`src/rtl/memory_stage.sv`:
```
// memory_stage: MEM stage of the 5-stage pipeline.
// Drives the data-cache request handshake, raises mem_stall while a request
// is outstanding, and holds the MEM/WB pipeline register feeding writeback.
// Optional feature: define ATOMIC_LLSC_EN to add the LL/SC link register.
// Without it, m_datomic and the coherence inputs are ignored.
module memory_stage #(
  parameter int WORD_W = 32,
  parameter int REG_W  = 5
) (
  input  logic              CLK,
  input  logic              RST,
  input  logic              m_dREN,
  input  logic              m_dWEN,
  input  logic              m_datomic,
  input  logic              m_RegWrite,
  input  logic              m_halt,
  input  logic [1:0]        m_MemToReg,
  input  logic [REG_W-1:0]  m_regWSEL,
  input  logic [WORD_W-1:0] m_port_o,
  input  logic [WORD_W-1:0] m_memstore,
  input  logic [WORD_W-1:0] m_pc4,
  input  logic [WORD_W-1:0] m_lui,
  input  logic              dhit,
  input  logic [WORD_W-1:0] dmemload,
  output logic              dmemREN,
  output logic              dmemWEN,
  output logic [WORD_W-1:0] dmemaddr,
  output logic [WORD_W-1:0] dmemstore,
  input  logic              ccinv,
  input  logic [WORD_W-1:0] ccsnoopaddr,
  input  logic              wb_stall,
  input  logic              wb_flush,
  output logic              mem_stall,
  output logic              w_RegWrite,
  output logic [REG_W-1:0]  w_regWSEL,
  output logic [WORD_W-1:0] w_wdat,
  output logic              w_halt
);

  typedef enum logic [1:0] {IDLE, WAIT, HELD} state_t;

  state_t            state;
  logic [WORD_W-1:0] load_buf;
  logic              sc_fail;
  logic              memop;
  logic              req;
  logic [WORD_W-1:0] load_src;
  logic [WORD_W-1:0] wb_data;

`ifdef ATOMIC_LLSC_EN
  logic              link_valid;
  logic [WORD_W-1:0] link_addr;
  logic              sc_op;
  logic              ll_op;
  logic              sc_ok;
  logic              snoop_hit;
  logic              capture;

  assign snoop_hit = ccinv & (ccsnoopaddr == link_addr);
  assign sc_op     = m_dWEN & m_datomic;
  assign ll_op     = m_dREN & m_datomic;
  // A snoop on the linked line in the same cycle as the SC makes it fail.
  assign sc_ok     = link_valid & (link_addr == m_port_o) & ~snoop_hit;
  assign sc_fail   = sc_op & ~sc_ok;
  assign capture   = ~wb_flush & ~wb_stall & ~mem_stall;

  // Link register: set by a completed LL, cleared by snoops, SC retirement
  // and ordinary stores that hit the linked address.
  always_ff @(posedge CLK) begin
    if (RST) begin
      link_valid <= 1'b0;
      link_addr  <= '0;
    end else begin
      if (snoop_hit | (sc_op & capture) |
          (m_dWEN & ~m_datomic & req & dhit & (m_port_o == link_addr)))
        link_valid <= 1'b0;
      if (ll_op & req & dhit) begin
        link_valid <= 1'b1;
        link_addr  <= m_port_o;
      end
    end
  end
`else
  logic unused_atomic;
  assign unused_atomic = &{1'b0, m_datomic, ccinv, ccsnoopaddr};
  assign sc_fail       = 1'b0;
`endif

  // A failed SC never reaches the cache; HELD means the data is already parked.
  assign memop     = (m_dREN | m_dWEN) & ~sc_fail;
  assign req       = memop & (state != HELD) & ~wb_flush;
  assign dmemREN   = req & m_dREN;
  assign dmemWEN   = req & m_dWEN;
  assign dmemaddr  = m_port_o;
  assign dmemstore = m_memstore;
  assign mem_stall = req & ~dhit;

  // Request tracking: wait for dhit, park hit data while MEM/WB is held.
  // NOTE: sequential state uses non-blocking (<=) so every register samples
  // pre-edge values; blocking here would create order-dependent races.
  always_ff @(posedge CLK) begin
    if (RST) begin
      state    <= IDLE;
      load_buf <= '0;
    end else if (wb_flush) begin
      state <= IDLE;
    end else begin
      case (state)
        IDLE, WAIT: begin
          if (req & ~dhit) begin
            state <= WAIT;
          end else if (req & dhit & wb_stall) begin
            state    <= HELD;
            load_buf <= dmemload;
          end else begin
            state <= IDLE;
          end
        end
        HELD:    if (~wb_stall) state <= IDLE;
        default: state <= IDLE;
      endcase
    end
  end

  // Writeback data select; parked load data replaces dmemload once HELD.
  // NOTE: every always_comb output gets a default first so no path leaves it
  // unassigned, which would otherwise infer a latch.
  always_comb begin
    load_src = dmemload;
    wb_data  = m_port_o;
    if (state == HELD) load_src = load_buf;
    case (m_MemToReg)
      2'b00:   wb_data = m_port_o;
      2'b01:   wb_data = load_src;
      2'b10:   wb_data = m_pc4;
      default: wb_data = m_lui;
    endcase
`ifdef ATOMIC_LLSC_EN
    // SC returns its success flag; reaching HELD means the store was issued.
    if (sc_op) wb_data = {{(WORD_W-1){1'b0}}, sc_ok | (state == HELD)};
`endif
  end

  // MEM/WB register: reset > flush > hold > bubble > capture; halt is sticky.
  always_ff @(posedge CLK) begin
    if (RST) begin
      w_RegWrite <= 1'b0;
      w_regWSEL  <= '0;
      w_wdat     <= '0;
      w_halt     <= 1'b0;
    end else if (wb_flush) begin
      w_RegWrite <= 1'b0;
      w_regWSEL  <= '0;
      w_wdat     <= '0;
    end else if (wb_stall) begin
      w_RegWrite <= w_RegWrite;
    end else if (mem_stall) begin
      w_RegWrite <= 1'b0;
    end else begin
      w_RegWrite <= m_RegWrite;
      w_regWSEL  <= m_regWSEL;
      w_wdat     <= wb_data;
      w_halt     <= w_halt | m_halt;
    end
  end

endmodule
```
`config.mk`:
```
export PLATFORM = sky130hd
export DESIGN_NAME = memory_stage
export DESIGN_NICKNAME = d
export VERILOG_FILES = /design/src/rtl/memory_stage.sv
export SDC_FILE = /design/constraint.sdc
export NUM_CORES = 1
export LEC_CHECK = 0
export ABC_AREA = 1
export BUFFER_PORTS_ARGS = -buffer_cell sky130_fd_sc_hd__buf_4
export CAP_MARGIN = 20
export CORE_AREA = 2 2 124 126
export DETAILED_ROUTE_END_ITERATION = 16
export DIE_AREA = 0 0 126 128
export GPL_ROUTABILITY_DRIVEN = 0
export GPL_TIMING_DRIVEN = 0
export HOLD_SLACK_MARGIN = 0.05
export PLACE_DENSITY = 0.65
export SYNTH_ARGS = -nofsm -noshare
export SYNTH_HDL_FRONTEND = slang
export SYNTH_SLANG_ARGS = --single-unit
```
`constraint.sdc`:
```
create_clock -name CLK -period 1.4 [get_ports CLK]
set_input_delay 0.42 -clock CLK [delete_from_list [all_inputs] [get_ports CLK]]
set_output_delay 0.42 -clock CLK [all_outputs]
set_load 0.02 [all_outputs]
```
==> Implementation_results.wiki <==
{| class="wikitable"
! Metric !! Value
|-
| Min-delay worst type || primary input to flip-flop
|-
| Post-Syn Instances || 750
|-
| Placeable Area || 0.0149 sq mm
|-
| Internal power || 4.55 mW
|-
| Leakage power summed over all cells || between 3 and 4 nW
|-
| Async S/R FF share, synth || 0
|-
| Antenna cells || 0
|-
| Total Neg Setup Slack || -2720 ps
|-
| Overall Power || 6.37 mW
|-
| Cells taking the most area after synthesis || dfxtp_1 30%, nor2_1 12%, buf_4 11%
|-
| Cell with the most instances after synthesis || nor2_1
|-
| Pin count of the biggest net entering global routing || 13
|-
| Post-route minimum period || 1640 ps
|-
| Cells after DPL || 1,187
|-
| Depth of the worst hold-timing path || 3
|-
| Mean instance size in the synthesized netlist || 6.53 sq um
|-
| Gate power share || 0.267
|-
| Nets || 1,223
|-
| Worst setup path class || flip-flop to output port
|-
| GRT Util Overall || 0.209
|-
| TritonCTS clock tree || done
|-
| Data arrival time of the worst path || 1220 ps
|-
| Reg-to-Reg Start || state[1]
|-
| Mapped Nets || 960
|-
| Post-cts hold buffer count || 0
|-
| Most repeated library cell on the critical path || buf_6
|-
| Buffer levels on the longest clock path || 2
|-
| Share of power burned in the clock network || 0.387
|-
| TritonCTS buffer count || 9
|-
| Unrepaired setup endpoints after global routing || true
|-
| Met3 Use GR || 0.0459
|-
| Clock sink count || 73
|-
| CTS root buffer || clkbuf_16
|-
| Quantity of I/O buffers inserted on ports || between 200 and 250
|-
| Layout Cell Area excl Fill || 0.00747 sq mm
|-
| HP Start || dmemload[3]
|-
| Total placed instance area || 0.00700 sq mm
|-
| Number of register bits inferred by synthesis || 73
|-
| Number of cells traversed by the worst register-to-register path || 7
|-
| P per Cell Area || 853 mW/mm^2
|-
| Count of TritonRoute iterations in the first routing pass || 5
|-
| Crit. End Element || output port
|-
| Distinct cells, synth || 28
|-
| Initial DRC Count || 336
|-
| Overall die area || 0.0161 sq mm
|-
| Worst ir drop on vdd || between 0.0005 and 0.0006 V
|-
| Height of the die || 128 um
|-
| Number of endpoints failing setup at the final stage || 41
|-
| Ys Warns || 0
|-
| Clock-pin slew reported for the worst setup and hold paths after clock tree synthesis || roughly 60 ps
|-
| Critical Path, Cell by Cell || inv_4 -> nand2_8 -> nand4_4 -> buf_6 -> inv_2 -> buf_6
|-
| Area leader, netlist || dfxtp_1
|-
| Max-capacitance violation count || 0
|-
| Final routed wirelength across all metal layers || 17,500 um
|-
| Sequential cell area fraction in the yosys report || 0.298
|-
| Final Core Density || 0.502
|-
| Count of final hold-check violations || 0
|-
| Number of standard cells in the layout, taps in and fillers out || about 1,200
|-
| Global Route met1 Usage || 0.263
|-
| Count of final max-slew check failures || 0
|-
| Worst clock skew || 8.56 ps
|-
| Proportion of netlist area held by the largest area contributor || 0.298
|-
| Routed wire per std cell || 14.5 um
|-
| Horiz. Die Dim || 126 um
|-
| Cell area after technology mapping || 0.00490 sq mm
|-
| HPWL after detailed placement || 13,500 um
|-
| Number of primary I/O pins || 316
|-
| Remaining design rule violation count || 0
|-
| Met2 GRT Util || 0.357
|-
| Maximum fanout along the worst path || 7
|-
| Predominant post-synthesis flop cell || dfxtp_1
|-
| Leading cell types by count after synthesis || 163 x nor2_1, 138 x nand2_1, 73 x dfxtp_1
|-
| Status || finished with violations
|-
| Biggest cell delay along the critical path || 340 ps
|-
| Via count || about 5,600
|-
| Slowest stage cell, crit path || dfxtp_2
|-
| GRT Max-Usage Layer || met2
|-
| GRT overflow || 0
|-
| Via count of the first global-routing pass || 5,078
|-
| Area growth, synth to finish || 52.5%
|-
| Switching power as a share of total power || 0.285
|-
| Max-slew headroom at the worst pin || 0.611
|-
| Antenna violations before repair || 0
|-
| Initial core utilization || 0.329
|-
| Via-to-Cell Ratio || 4.64
|-
| Critical path launch point type || flip-flop
|-
| Required time of the critical path || 980 ps
|-
| Net switching component of the power || ~1.8 mW
|-
| Share of the clock period used by the worst path after layout || 1.17
|-
| Failing checks || setup timing
|-
| FMAX || between 0.6 and 0.7 GHz
|-
| Wire length of the first global-routing pass || between 20,000 and 30,000 um
|-
| Share of post-route cells with drive strength above 1 || 0.407
|-
| Number of placement rows || 45
|-
| Number of H-tree levels || 3
|-
| EDFF count, synth || 0
|-
| Detail Route Antenna Nets || 0
|-
| Worst path setup slack after routing || -242 ps
|-
| Crit. Startpoint || state[0]
|-
| Worst-Margin Slew || 584 ps
|-
| Clock latency on the worst-skew pair || between 300 and 400 ps
|-
| Sequential share of power || 0.346
|}
-- per-stage QoR --
step,setup slack [ps],hold WS (ps)
finish,-242,323
global route,-299,326
global placement,-377,444
CTS,-270,320
detailed placement,-386,457
floorplan,3.72,455
-- kinds of logic after synthesis --
family          Yosys count  share of synthesized area
simple gates            413                      0.362
compound gates          137                      0.166
buf+inv                 127                      0.173
flops                    73                      0.298
-- placed cells by master (no fill, tap or decap) --
cell type	instances
clkbuf_1	6
bufinv_16	2
buf_6	16
buf_2	3
inv_1	6
or2_2	2
a21boi_0	11
clkinv_2	3
inv_4	2
dfxtp_1	71
nand2_4	1
buf_4	324
nand4_4	1
clkbuf_16	9
buf_1	2
o21ai_0	26
nor2_1	161
dfxtp_2	2
nor2_4	2
a21oi_1	21
clkbuf_4	1
nand2_8	1
o21ai_1	38
or2_0	30
clkbuf_2	13
nor3_1	2
nand2_2	2
nand3_1	71
clkbuf_8	4
o21ai_2	1
nor2_2	2
inv_2	3
a21boi_1	21
nand2_1	138
clkinvlp_4	1
a21oi_2	19
-- power groups by stage --
stage / clock network, mW / registers, mW / logic, mW
finish: 2.47 / 2.20 / 1.70
detailed placement: 0 / 2.25 / 1.66
CTS: 2.50 / 2.20 / 1.70
global route: 2.59 / 2.21 / 1.86
floorplan: 0 / 2.29 / 0.878
global placement: 0 / 2.24 / 1.66
-- worst max-delay path: cells and delay by family (launching register included) --
kind | cells | cell delay (ps)
buffers and inverters | 4 | 350
DFF | 1 | 340
and+or+nand+nor | 2 | 170
-- layout make-up --
cell class,count,area (sq um)
fill,1612,7400
tap,188,235
timing repair buffer,253,1900
multi-input combinational,550,2630
clock buffer,10,229
buffer,115,878
clock inverter,6,82.6
sequential,73,1460
inverter,11,46.3
-- flip-flops by register name (all words and copies together) (netlist names) --
signal and count:
load_buf 32, w_RegWrite 1, w_wdat 32, w_halt 1, w_regWSEL 5, state 2
-- final timing paths --
check / endpoint / slack (ps)
setup / recovery: mem_stall / -240
hold / removal: load_buf[3] / 320
setup reg to reg: load_buf[2] / -110
hold reg to reg: w_RegWrite / 460
-- what timing repair did --
item,in CTS,in global routing
endpoints found under the setup margin,66,68
gates resized for setup,38,16
setup buffers,4,0
pin swaps,2,1
-- metal layers --
layer / part of all wire / wire, um
met5: 0 / 0
met4: 0.019 / 324
met3: 0.073 / 1280
met2: 0.49 / 8530
met1: 0.42 / 7380
Note: power is estimated with default switching activity, not from simulation.
